`src/rtl/fpga_cfg_loader.sv`:
```
// fpga_cfg_loader
//
// Word-wide loader for the fabric configuration chain. Accepts DATA_W-bit
// words over a valid/ready handshake and shifts CHAIN_LEN bits, MSB of each
// word first, into ccff_head using a slow prog_clk. Each bit occupies
// CLK_DIV cycles with prog_clk low followed by CLK_DIV cycles with prog_clk high.
// The bit leaving the chain on ccff_tail is folded into a CRC-8 signature
// (poly 0x07) just before each prog_clk rise. The fabric user logic is held in
// reset until a pass completes.
//
// Ports
//   clk         system clock
//   reset       asynchronous, active-high reset
//   start       pulse; begins a pass from IDLE or DONE, ignored otherwise
//   cfg_data    configuration word, MSB shifted first
//   cfg_valid   cfg_data valid
//   cfg_ready   loader accepts cfg_data this cycle
//   prog_clk    configuration clock to fabric (registered)
//   ccff_head   serial configuration data to fabric (registered)
//   ccff_tail   serial data returning from the end of the chain
//   fabric_rst  active-high reset to fabric user logic
//   busy        programming pass in progress
//   done        pass complete, held until the next start
//   sig         CRC-8 signature of ccff_tail bits from the last pass
//
// state    | meaning
// ---------+-------------------------------------------------------------
// IDLE     | after reset, waiting for start
// FETCH    | cfg_ready high, waiting for the next word
// SHIFT_LO | prog_clk low, ccff_head driven, tail sampled on last cycle
// SHIFT_HI | prog_clk high, ccff_head stable, bit counted on exit
// DONE     | pass complete, fabric released, sig frozen

module fpga_cfg_loader #(
    parameter int CHAIN_LEN = 64,
    parameter int DATA_W    = 8,
    parameter int CLK_DIV   = 2
) (
    input  logic              clk,
    input  logic              reset,
    input  logic              start,
    input  logic [DATA_W-1:0] cfg_data,
    input  logic              cfg_valid,
    output logic              cfg_ready,
    output logic              prog_clk,
    output logic              ccff_head,
    input  logic              ccff_tail,
    output logic              fabric_rst,
    output logic              busy,
    output logic              done,
    output logic [7:0]        sig
);

    localparam int CNT_W = $clog2(CHAIN_LEN + 1);
    localparam int IDX_W = (DATA_W > 1) ? $clog2(DATA_W) : 1;
    localparam int DIV_W = (CLK_DIV > 1) ? $clog2(CLK_DIV) : 1;

    localparam logic [CNT_W-1:0] CNT_LAST = CNT_W'(CHAIN_LEN);
    localparam logic [IDX_W-1:0] IDX_TOP  = IDX_W'(DATA_W - 1);
    localparam logic [DIV_W-1:0] DIV_TOP  = DIV_W'(CLK_DIV - 1);

    typedef enum logic [2:0] {
        IDLE,
        FETCH,
        SHIFT_LO,
        SHIFT_HI,
        DONE
    } state_t;

    state_t            state_q;
    logic [DATA_W-1:0] word_q;
    logic [IDX_W-1:0]  idx_q;
    logic [DIV_W-1:0]  div_q;
    logic [CNT_W-1:0]  cnt_q;
    logic [7:0]        sig_q;
    logic              prog_clk_q;
    logic              head_q;
    logic              ready_q;
    logic              busy_q;
    logic              done_q;
    logic              frst_q;

    logic              fb;
    logic [7:0]        sig_d;
    logic [CNT_W-1:0]  cnt_d;
    logic [IDX_W-1:0]  idx_d;

    always_comb begin
        fb    = sig_q[7] ^ ccff_tail;
        sig_d = {sig_q[6:0], 1'b0} ^ (fb ? 8'h07 : 8'h00);
        cnt_d = cnt_q + CNT_W'(1);
        idx_d = idx_q - IDX_W'(1);
    end

    // prog_clk and every status output come straight from flops, so the
    // asynchronous reset forces prog_clk low without waiting for a clock.
    always_ff @(posedge clk or posedge reset) begin
        if (reset) begin
            state_q    <= IDLE;
            word_q     <= '0;
            idx_q      <= '0;
            div_q      <= '0;
            cnt_q      <= '0;
            sig_q      <= 8'h00;
            prog_clk_q <= 1'b0;
            head_q     <= 1'b0;
            ready_q    <= 1'b0;
            busy_q     <= 1'b0;
            done_q     <= 1'b0;
            frst_q     <= 1'b1;
        end else begin
            case (state_q)
                IDLE, DONE: begin
                    if (start) begin
                        sig_q      <= 8'h00;
                        cnt_q      <= '0;
                        done_q     <= 1'b0;
                        busy_q     <= 1'b1;
                        frst_q     <= 1'b1;
                        ready_q    <= 1'b1;
                        prog_clk_q <= 1'b0;
                        state_q    <= FETCH;
                    end
                end

                FETCH: begin
                    if (cfg_valid && ready_q) begin
                        word_q  <= cfg_data;
                        idx_q   <= IDX_TOP;
                        head_q  <= cfg_data[DATA_W-1];
                        div_q   <= DIV_TOP;
                        ready_q <= 1'b0;
                        state_q <= SHIFT_LO;
                    end
                end

                SHIFT_LO: begin
                    // tail is sampled on the last low cycle, i.e. just before
                    // the fabric shifts on the coming prog_clk rise
                    if (div_q == '0) begin
                        sig_q      <= sig_d;
                        prog_clk_q <= 1'b1;
                        div_q      <= DIV_TOP;
                        state_q    <= SHIFT_HI;
                    end else begin
                        div_q <= div_q - DIV_W'(1);
                    end
                end

                SHIFT_HI: begin
                    if (div_q == '0) begin
                        prog_clk_q <= 1'b0;
                        cnt_q      <= cnt_d;
                        // chain length wins over word position, so the unused
                        // tail of a final partial word is simply dropped
                        if (cnt_d == CNT_LAST) begin
                            busy_q  <= 1'b0;
                            done_q  <= 1'b1;
                            frst_q  <= 1'b0;
                            state_q <= DONE;
                        end else if (idx_q == '0) begin
                            ready_q <= 1'b1;
                            state_q <= FETCH;
                        end else begin
                            idx_q   <= idx_d;
                            head_q  <= word_q[idx_d];
                            div_q   <= DIV_TOP;
                            state_q <= SHIFT_LO;
                        end
                    end else begin
                        div_q <= div_q - DIV_W'(1);
                    end
                end

                default: begin
                    state_q <= IDLE;
                end
            endcase
        end
    end

    assign cfg_ready  = ready_q;
    assign prog_clk   = prog_clk_q;
    assign ccff_head  = head_q;
    assign fabric_rst = frst_q;
    assign busy       = busy_q;
    assign done       = done_q;
    assign sig        = sig_q;

endmodule

```
`config.mk`:
```
export PLATFORM = sky130hd
export DESIGN_NAME = fpga_cfg_loader
export DESIGN_NICKNAME = d
export VERILOG_FILES = /design/src/rtl/fpga_cfg_loader.sv
export SDC_FILE = /design/constraint.sdc
export NUM_CORES = 1
export LEC_CHECK = 0
export CORE_MARGIN = 8
export CORE_UTILIZATION = 57
export CTS_BUF_LIST = sky130_fd_sc_hd__clkbuf_8 sky130_fd_sc_hd__clkbuf_16
export CTS_CLUSTER_DIAMETER = 120
export CTS_CLUSTER_SIZE = 12
export DETAILED_ROUTE_END_ITERATION = 10
export PLACE_DENSITY = 0.82
export SYNTH_ARGS = -nofsm -noshare
export SYNTH_HDL_FRONTEND = slang
export SYNTH_SLANG_ARGS = --single-unit
```
`constraint.sdc`:
```
create_clock -name clk -period 5.5 [get_ports clk]
set_clock_uncertainty 0.2 [all_clocks]
set_input_delay 0.825 -clock clk [delete_from_list [all_inputs] [get_ports clk]]
set_output_delay 0.825 -clock clk [all_outputs]
set_load 0.05 [all_outputs]
```
After elaboration in Yosys (flattened, before gate mapping):

Cells that the tools add are included.

* bits in registers: 36
* bits of input ports: 13
* output and inout port bits: 14
* word-level logic and storage cells: 98

* add/sub/neg operators: 3
* order comparisons: 1
* equality and inequality tests: 13
* muxes and demuxes: 48
* bitwise logic cells: 2
* reductions and logical operators: 19

Operators by type and width (count)
* 3-bit two-way mux: 10
* 1-bit two-way mux: 22
* 8-bit two-way mux: 2
* 2-bit inequality test, second input constant: 8
* 8-bit case mux with 2 select lines: 1
* 7-bit two-way mux: 2
* 7-bit case mux with 2 select lines: 1
* 3-bit case mux with 4 select lines: 1
* 4-bit AND reduction: 3
* 1-bit case mux with 3 select lines: 3
* 3-bit nonzero test: 3
* 8-bit by 3-bit XOR with 8-bit output: 1
* 7-bit by 1-bit adder with 7-bit output, second input constant: 1
* 7-bit equality test, second input constant: 1
* 3-bit by 2-bit equality test with 1-bit output, second input constant: 2
* 3-bit zero test: 2
* 1-bit case mux with 2 select lines: 3
* 3-bit case mux with 2 select lines: 1
* 3-bit AND reduction: 2
* 6-bit AND reduction: 1
* 2-bit nonzero test: 3
* 5-bit AND reduction: 1
* 3-bit by 4-bit < comparator with 1-bit output, second input constant: 1
* 2-bit AND reduction: 2
* other kinds (9): 9

Depth between registers and ports, before layout:

Gate-level depths: netlist (run 1).

* depth after elaboration: 7
* depth in mapped cells: 7
* mapped depth without buffers: 7

Least setup slack after synthesis (run 1):

Ideal clock, no wire load.

* path kind: input-to-reg
* from: input cfg_valid
* to: register word_q[0]
* arrival: 1.774 ns
* setup slack: 3.401 ns
* stages on the path: 4
* path through: nand2_1 > nor3b_1 > buf_2 > mux2_2

* longest elaborated chain between the ends: 2

Ends and longest elaborated chain
* start: declaration: RTL line 43 `input logic cfg_valid,`
* 1-bit logical AND: RTL line 127 `if (cfg_valid && ready_q) begin`
* 2-bit AND reduction (no source line)
* end signal: assignment: RTL line 128 `word_q <= cfg_data;`
* end: declaration: RTL line 71 `logic [DATA_W-1:0] word_q;`

No other way between the ends.
A chain may end at the register's enable or synchronous reset.

Worst setup path after layout (run 1):

* from: register frst_q (netlist: fabric_rst)
* to: output fabric_rst

RTL lines
* start: declaration: RTL line 81 `logic frst_q;`
* start signal: assignment: RTL line 110 `frst_q <= 1'b1;`
* start signal: assignment: RTL line 119 `frst_q <= 1'b1;`
* start signal: assignment: RTL line 159 `frst_q <= 1'b0;`
* end: declaration: RTL line 48 `output logic fabric_rst,`

No word-level cell between the ends.

==> impl_results.md, run 1 <==
* Share of post-route cells with drive strength above 1 at 12.14%
* Site Rows at 20
* DR pass1 iterations at 4
* Mapped Area at 1797 um2
* Area leader, netlist: dfrtp_1
* Met2 usage at between 20% and 30%
* Pre-CTS WS at 2.957 ns
* Buf+Inv Stages, Crit Path at 1
* GR Util met3 at 3.994%
* Final setup fails at 0
* # Post-CTS Setup Buffers at 0
* Crit-path slowest cell: clkdlybuf4s50_1
* Pleak at between 0.9 and 1 nW
* Final Hold Viols at 0
* RSZ-0062 raised after global routing: no
* Slew margin rel. at 64.60%
* R2R depth at 6
* Starting DRT DRC Count at 58
* Final critical-path setup slack at 2.864 ns
* Final period util at approximately 48%
* RR Startpoint: idx_q[0]$_DFFE_PP0P_
* CP Launch Type: flop
* Power per cell area at ~540 nW/um2
* Io pins at 27
* Critical path class: reg2out
* Most Crowded Layer GR: met2
* Met1 usage at 17.98%
* Pins Over Slew Limit at 0
* Initial antenna violation count at 0
* Hold-fix buffers, CTS at 0
* WL per Instance at 15.48 um
* Die area at approximately 5200 um2
* Tightest Pin Transition at between 0.5 and 0.6 ns
* Total grt overflow at 0
* HP Class: reg2reg
* Final WL at 3870 um
* CORE AREA at roughly 3000 um2
* Syn Nets at 191
* Fill cells at 234
* Worst Path Required at 4.47 ns
* Crit-path max FO at 2
* CP endpoint kind: output pin
* DIE WIDTH at ~72 um
* Diodes inserted at 0
* Reg clk slew, reported paths at 0.07 ns
* Status: completed
* Maximum VDD drop at 0.0003344 V
* Area Overhead vs Synth at 22.08%
* First-pass GRT wire length at 6906 um
* Area of the multi-input gates at 852.1 um2
* Gpl congestion at 0.8503
* Top post-synthesis cells by area: dfrtp_1, nand2_1, o21ai_0
* Critical Path Source: fabric_rst$_DFFE_PP1P_
* Number of CTS-inserted buffers at 5
* Tot GR Track Use at 16.72%
* Top cell type's share of synthesized area at 48.75%
* Post-synth cell types at 44
* Hold depth at 1
* CTS tree: yes
* Crit-path max cell delay at 0.80 ns
* Max Cap Violations at 0
* PostCTS Resize Cnt at 0
* Die Height at 72.15 um
* Top FF cell, synth: dfrtp_1
* Clk sinks at 36
* YS warnings at 0
* Cells after Synth at between 150 and 200
* # nets final at 221
* Sum of negative setup slack at 0 ns
* Starting Density at 59.34%
* Kind of cell adding the most delay to the critical path: buffers and inverters
* Hold Startpoint: word_q[2]$_DFFE_PP0P_
* CP Cell Sequence: clkdlybuf4s50_1
* Worst path depth at 1
* Tmin final at 2.636 ns
* Seq/Total Area, Yosys at 50.21%
* DRC viols at 0
* Pin count of the biggest net entering global routing at 37
* Via count at 1382
* Peak Freq at 0.3793 GHz
* Most common cell after layout, fill and taps aside: dfrtp_1
* FF+latch count, synth at 36
* Post-synth ARST share at 100.0%
* Routed Antenna Nets at 0
* Most frequent cells in the layout: dfrtp_1, nand2_1, clkdlybuf4s50_1
* EDFF count, synth at 0
* Vias per cell at 5.528
* Port bufs at 26
* Critical Path AT at 1.61 ns
* Clock Tree Buf Depth at 2
* H-tree depth at 2
* Clk_lat worst skew at 0.28 ns
* Number of global-route vias before repair at 1608
* Clk root buf: clkbuf_8
* DP Wirelength at 2881 um
* Syn_area_per_cell at ~10 um2
* Storage cell area at around 900 um2
## worst reg2reg max path: stages (launching register included)
cell,delay (ns)
dfrtp_1,0.48
inv_1,0.10
ha_1,0.37
mux4_2,0.32
mux2i_1,0.17
o21ai_0,0.09
mux2_4,0.27
## cell usage after synthesis, drive strengths merged (2+ instances only)
library cell / n
nand2: 33
nor3b: 2
inv: 5
and2: 2
a21oi: 5
xnor2: 2
dfrtp: 35
nand2b: 4
o21ai: 18
ha: 3
xor2: 5
a22oi: 2
mux2: 9
mux4: 2
nor2b: 2
a31oi: 2
a21o: 4
nor2: 14
mux2i: 2
buf: 4
and3: 2
## state kept, by name, indices dropped and copies added, names as in the netlist
signal / flops
ccff_head: 1
word_q: 8
sig: 8
prog_clk: 1
done: 1
cnt_q: 7
fabric_rst: 1
cfg_ready: 1
busy: 1
state_q: 3
div_q: 1
idx_q: 3
## metal layers
metal / part of all wire (%) / vias to the layer above
met5: 0 / -
met4: 2.4 / 0
met3: 3.3 / 9
met2: 52 / 29
met1: 42 / 672
li1: - / 672
## stage by stage
stage	cell area [um2]	power, W	utilization, %	hold slack (ns)	cells
finish	2193	0.001183	72.44	0.2955	250
global route	2193	0.001265	72.44	0.3211	250
CTS	2193	0.001190	72.44	0.2933	250
detailed placement	2103	0.001001	69.46	0.2788	242
global placement	2103	0.0009722	69.46	0.2656	242
floorplan	1797	0.0008489	-	0.2532	175
## layout make-up
type	instances	area share, %
Timing Repair Buffer	28	12.55
Inverter	5	0.8557
Multi-Input combinational cell	129	38.85
Sequential cell	36	41.13
Clock buffer	6	3.765
Tap cell	44	2.510
Clock inverter	2	0.3423
## power by group
part	internal (W)	leakage [nW]	switching (W)
clock network	0.0000983	0.0538	0.0000859
logic	0.000226	0.491	0.000319
registers	0.000360	0.448	0.0000939
total	0.000684	0.992	0.000498
## kinds of logic (layout without fill, tap and decap cells)
group	Yosys count	in the layout	synth area share [%]
compound gates	40	40	14.62
xor+xnor	7	7	3.412
fa+ha+maj	3	3	2.089
buf+inv	10	41	2.368
flops	36	36	50.21
mux	13	13	9.470
simple gates	66	66	17.83
## worst paths after layout
check	endpoint	slack, ns
max reg2reg	ccff_head$_DFFE_PP0P_	3.38
min reg2reg	word_q[2]$_DFFE_PP0P_	0.30
max in group asynchronous	fabric_rst$_DFFE_PP1P_	4.01
max	fabric_rst	2.86
min in group asynchronous	state_q[2]$_DFFE_PP0P_	0.75
min	word_q[2]$_DFFE_PP0P_	0.30
(Power assumes the default switching activity.)
==> inputs of run 2 (changes only) <==
--- a/config.mk
+++ b/config.mk
@@ -6,12 +6,12 @@
 export NUM_CORES = 1
 export LEC_CHECK = 0
 export CORE_MARGIN = 8
-export CORE_UTILIZATION = 57
+export CORE_UTILIZATION = 53
 export CTS_BUF_LIST = sky130_fd_sc_hd__clkbuf_8 sky130_fd_sc_hd__clkbuf_16
 export CTS_CLUSTER_DIAMETER = 120
 export CTS_CLUSTER_SIZE = 12
 export DETAILED_ROUTE_END_ITERATION = 10
-export PLACE_DENSITY = 0.82
+export PLACE_DENSITY = 0.77
 export SYNTH_ARGS = -nofsm -noshare
 export SYNTH_HDL_FRONTEND = slang
 export SYNTH_SLANG_ARGS = --single-unit
==> constraint.sdc (replaced) <==
create_clock -name clk -period 2.55 [get_ports clk]
set_clock_uncertainty 0.2 [all_clocks]
set_input_delay 0.3825 -clock clk [delete_from_list [all_inputs] [get_ports clk]]
set_output_delay 0.3825 -clock clk [all_outputs]
set_load 0.05 [all_outputs]
==> run 2 against run 1 <==
Against the previous run: via count grew 1.7%; combinational power increased by 120%; die area up 5.8%; worst setup slack worse by 2.5 ns; critical path depth stayed put; first-iteration DRC count fell by 3.4%; register-to-register slack got worse by 2.9 ns; count of clock-buffer cells in the layout down 1; cell count is 1.2% higher; global-route usage decreased by 1.2 points; design area increased by 0.23%; sequential power grew 120%; largest power group unchanged.
==> impl_results.md, run 2 (synthesis results as in run 1) <==
* Status: completed
* Crit-path slowest cell: clkdlybuf4s50_1
* Reg power frac at 38.8%
* Pins Over Slew Limit at 0
* Tot GR Track Use at 15.47%
* Max Cap Violations at 0
* Reg clk slew, reported paths at 0.07 ns
* Io pins at 27
* CORE AREA at around 3300 um2
* First-pass GRT wire length at 6596 um
* Gpl congestion at 0.8110
* # nets final at 223
* Most common cell after layout, fill and taps aside: dfrtp_1
* WL per Instance at 14.91 um
* CP Cell Sequence: clkdlybuf4s50_1
* Storage cell area at between 900 and 1000 um2
* Pleak at slightly below 1 nW
* Tot Pwr at 0.002519 W
* Via count at 1405
* Die area at ~5500 um2
* Final Cell Area at between 2000 and 2500 um2
* Diodes inserted at 0
* Critical Path AT at approximately 1.6 ns
* Crit-path max cell delay at 0.79 ns
* Sw Ratio at between 40% and 50%
* Final WL at around 3800 um
* Internal at between 0.001 and 0.0015 W
* Sum of negative setup slack at 0 ns
* Sw Pwr at 0.001064 W
* Most frequent cells in the layout: dfrtp_1, nand2_1, clkdlybuf4s50_1
* DIE WIDTH at ~74 um
* H-tree depth at 2
* Clk root buf: clkbuf_8
* Port bufs at 26
* Die Height at 74.23 um
* Tmin final at 2.195 ns
* Clk sinks at 36
* Critical path class: reg2out
* Tightest Pin Transition at 0.5142 ns
* Slew margin rel. at 65.61%
* Final period util at 86.09%
* # Post-CTS Setup Buffers at 0
* Area of the multi-input gates at 852.1 um2
* Final setup fails at 0
* Hold-fix buffers, CTS at 0
* Kind of cell adding the most delay to the critical path: buffers and inverters
* Power per cell area at around 1100 nW/um2
* Site Rows at 21
* Share of post-route cells with drive strength above 1 at 13.04%
* Gate power share at between 40% and 50%
* Initial antenna violation count at 0
* Clk_lat worst skew at 0.29 ns
* Pin count of the biggest net entering global routing at 37
* Total grt overflow at 0
* CTS tree: yes
* Clock group share of total power at 14.7%
* DP Wirelength at 2809 um
* CP endpoint kind: output pin
* DRC viols at 0
* CP Launch Type: flop
* Number of global-route vias before repair at 1522
* Routed Antenna Nets at 0
* Buf+Inv Stages, Crit Path at 1
* HP Class: reg2reg
* Starting Density at between 50% and 60%
* Crit-path max FO at 2
* Maximum VDD drop at 0.0006852 V
* RSZ-0062 raised after global routing: no
* Starting DRT DRC Count at between 50 and 60
* DR pass1 iterations at 4
* PostCTS Resize Cnt at 0
* Worst Path Required at 1.97 ns
* Clock Tree Buf Depth at 2
* Number of CTS-inserted buffers at 5
* Final Hold Viols at 0
* Fill cells at around 290
* Peak Freq at between 0.4 and 0.5 GHz
* Placed Area at 2121 um2
* Vias per cell at between 5 and 6
* Area Overhead vs Synth at 22.35%
## run 2: cell count changes in the layout (fill, tap and decap cells not counted)
cell	previous run	this run
buf_4	2	4
clkbuf_8	6	5
clkinv_2	0	1
inv_1	7	6
## run 2: final timing paths
check | start | end | slack [ns] | depth (start not counted)
min in group asynchronous | reset | cnt_q[5]$_DFFE_PP0P_ | 0.29 | 3
hold reg to reg | busy$_DFFE_PP0P_ | busy$_DFFE_PP0P_ | 0.28 | 1
hold / removal | busy$_DFFE_PP0P_ | busy$_DFFE_PP0P_ | 0.28 | 1
max in group asynchronous | reset | fabric_rst$_DFFE_PP1P_ | 1.51 | 3
setup reg to reg | idx_q[0]$_DFFE_PP0P_ | ccff_head$_DFFE_PP0P_ | 0.48 | 6
setup / recovery | fabric_rst$_DFFE_PP1P_ | fabric_rst | 0.35 | 1
## run 2: per-layer routing
layer | vias to the layer above | global-route usage (%) | wire, um
met1 | 697 | 16.37 | 1537
met4 | 0 | 6.739 | 77
met5 | - | 0 | 0
li1 | 671 | - | -
met2 | 27 | 27.44 | 2021
met3 | 10 | 4.987 | 137
## run 2: worst reg2reg max path: stages (launching register included)
cell     delay [ns]
dfrtp_1        0.48
inv_1          0.11
ha_1           0.36
mux4_2         0.32
mux2i_1        0.13
o21ai_0        0.09
mux2_4         0.27
## run 2: power groups by stage
| stage | logic, W | clock network [W] | registers [W] |
|---|---|---|---|
| finish | 0.00117 | 0.000370 | 0.000978 |
| global placement | 0.00114 | 0 | 0.000971 |
| CTS | 0.00118 | 0.000380 | 0.000977 |
| detailed placement | 0.00118 | 0 | 0.000982 |
| global route | 0.00129 | 0.000407 | 0.00101 |
| floorplan | 0.000686 | 0 | 0.00114 |
## run 2: through the flow
stage	hold slack [ns]	setup WS [ns]	instances	utilization [%]
global route	0.3026	0.3073	253	66.93
floorplan	0.2532	0.5860	175	-
detailed placement	0.2691	0.4645	246	64.57
CTS	0.2848	0.3430	253	66.93
global placement	0.2614	0.4947	246	64.57
finish	0.2813	0.3548	253	66.93
## run 2: final cells by class
type / count / area share [%]
clock buffer: 5 / 3.130
clock inverter: 2 / 0.3984
inverter: 5 / 0.8537
multi-input combinational: 129 / 38.76
sequential: 36 / 41.04
tap: 46 / 2.618
timing repair buffer: 30 / 13.20
==> inputs of run 3 (changes only) <==
--- a/config.mk
+++ b/config.mk
@@ -7,7 +7,7 @@
 export LEC_CHECK = 0
 export CORE_MARGIN = 8
 export CORE_UTILIZATION = 53
-export CTS_BUF_LIST = sky130_fd_sc_hd__clkbuf_8 sky130_fd_sc_hd__clkbuf_16
+export CTS_BUF_LIST = sky130_fd_sc_hd__clkbuf_16
 export CTS_CLUSTER_DIAMETER = 120
 export CTS_CLUSTER_SIZE = 12
 export DETAILED_ROUTE_END_ITERATION = 10
==> run 3 against run 2 <==
Against the previous run: die area unchanged; first-iteration DRC count up 32%; cell count stayed put; design area up 2.6%; register-to-register slack worse by 0.04 ns; sequential cell count unchanged; worst hold slack better by 0.011 ns; global-route usage increased by 0.51 points; clock power rose by 50%; critical path depth did not move; sequential power is essentially flat; critical path type unchanged; highest routed layer unchanged.
==> impl_results.md, run 3 (synthesis results as in run 1) <==
* Pins Over Slew Limit at 0
* Die Height at 74.23 um
* CORE AREA at roughly 3300 um2
* Final period util at 85.39%
* CP Launch Type: flop
* Die area at approximately 5500 um2
* Share of post-route cells with drive strength above 1 at 13.04%
* Starting Density at between 50% and 60%
* Tightest Pin Transition at 0.5230 ns
* Sw Pwr at about 0.0011 W
* First-pass GRT wire length at 6706 um
* # nets final at 223
* Post-Route Utilization at 68.65%
* Sw Ratio at 40.11%
* Io pins at 27
* Final Hold Viols at 0
* Crit-path slowest cell: clkdlybuf4s50_1
* CTS tree: yes
* Final WL at roughly 3800 um
* RSZ-0062 raised after global routing: no
* Number of global-route vias before repair at roughly 1.5k
* DIE WIDTH at 74.23 um
* Gate power share at 43.4%
* Maximum VDD drop at 0.0007718 V
* Site Rows at 21
* Internal at 0.001626 W
* Max Cap Violations at 0
* Diodes inserted at 0
* Critical path class: reg2out
* Gpl congestion at 0.8110
* Clock Tree Buf Depth at 2
* Starting DRT DRC Count at between 70 and 80
* PostCTS Resize Cnt at 0
* Crit-path max FO at 2
* Worst Path Required at 1.97 ns
* Critical Path AT at 1.60 ns
* Crit-path max cell delay at approximately 0.80 ns
* DP Wirelength at 2809 um
* Kind of cell adding the most delay to the critical path: buffers and inverters
* Reg power frac at 36.1%
* Port bufs at 26
* Area Overhead vs Synth at 25.49%
* Peak Freq at 0.4592 GHz
* Slew margin rel. at 65.02%
* Clock group share of total power at 20.4%
* Clk_lat worst skew at 0.27 ns
* WL per Instance at ~15 um
* Buf+Inv Stages, Crit Path at 1
* H-tree depth at 2
* HP Class: reg2reg
* Tot GR Track Use at 15.99%
* DRC viols at 0
* Clk sinks at 36
* Pin count of the biggest net entering global routing at 37
* Reg clk slew, reported paths at around 0.05 ns
* Fill cells at 274
* CP endpoint kind: output pin
* Most common cell after layout, fill and taps aside: dfrtp_1
* Most frequent cells in the layout: dfrtp_1, nand2_1, clkdlybuf4s50_1
* Post-Place Cells at 246
* Clk root buf: clkbuf_16
* DR pass1 iterations at 4
* Tot Pwr at approximately 0.0027 W
* Status: completed
* Final setup fails at 0
* Routed Antenna Nets at 0
* Layout Cells excl Fill at about 250
* Tmin final at ~2.2 ns
* Total grt overflow at 0
* Hold-fix buffers, CTS at 0
* Initial antenna violation count at 0
* Via count at 1400
* Vias per cell at 5.534
* # Post-CTS Setup Buffers at 0
* Number of CTS-inserted buffers at 5
* Pleak at 1.020 nW
* Power per cell area at 1204 nW/um2
* Sum of negative setup slack at 0 ns
* CP Cell Sequence: clkdlybuf4s50_1
-- run 3: area by class of cell --
| type | instances | area [um2] | share of cell area [%] |
|---|---|---|---|
| clock buffer | 5 | 125.1 | 5.549 |
| clock inverter | 2 | 8.758 | 0.3885 |
| inverter | 5 | 18.77 | 0.8324 |
| multi-input combinational | 129 | 852.1 | 37.79 |
| sequential | 36 | 902.1 | 40.01 |
| tap | 46 | 57.56 | 2.553 |
| timing repair buffer | 30 | 290.3 | 12.87 |
-- run 3: power groups by stage --
stage / sequential [W] / combinational (W) / clock (W)
floorplan: 0.00114 / 0.000686 / 0
global placement: 0.000971 / 0.00114 / 0
detailed placement: 0.000982 / 0.00118 / 0
CTS: 0.000982 / 0.00119 / 0.000569
global route: 0.00102 / 0.00130 / 0.000601
finish: 0.000981 / 0.00118 / 0.000554
-- run 3: path summary, 6_finish.rpt --
path | start | endpoint | slack [ns] | cells past startpoint
max | fabric_rst$_DFFE_PP1P_ | fabric_rst | 0.37 | 1
min | busy$_DFFE_PP0P_ | busy$_DFFE_PP0P_ | 0.29 | 1
max reg2reg | idx_q[0]$_DFFE_PP0P_ | ccff_head$_DFFE_PP0P_ | 0.44 | 6
min reg2reg | busy$_DFFE_PP0P_ | busy$_DFFE_PP0P_ | 0.29 | 1
max in group asynchronous | reset | fabric_rst$_DFFE_PP1P_ | 1.50 | 3
min in group asynchronous | reset | cnt_q[0]$_DFFE_PP0P_ | 0.31 | 3
-- run 3: metal layers --
metal	share of wire (%)	GRT usage, %	up-vias
met1	41	16.30	689
met4	2.1	8.478	0
met2	54	28.42	24
li1	-	-	676
met5	0	0	-
met3	3.2	5.121	11
-- run 3: metrics by stage --
stage / setup slack, ns / hold WS [ns] / cell area (um2)
after floorplan: 0.5860 / 0.2532 / 1797
after global placement: 0.4947 / 0.2614 / 2121
after detailed placement: 0.4645 / 0.2691 / 2121
after CTS: 0.3606 / 0.2930 / 2255
after global routing: 0.3182 / 0.3109 / 2255
final: 0.3725 / 0.2918 / 2255
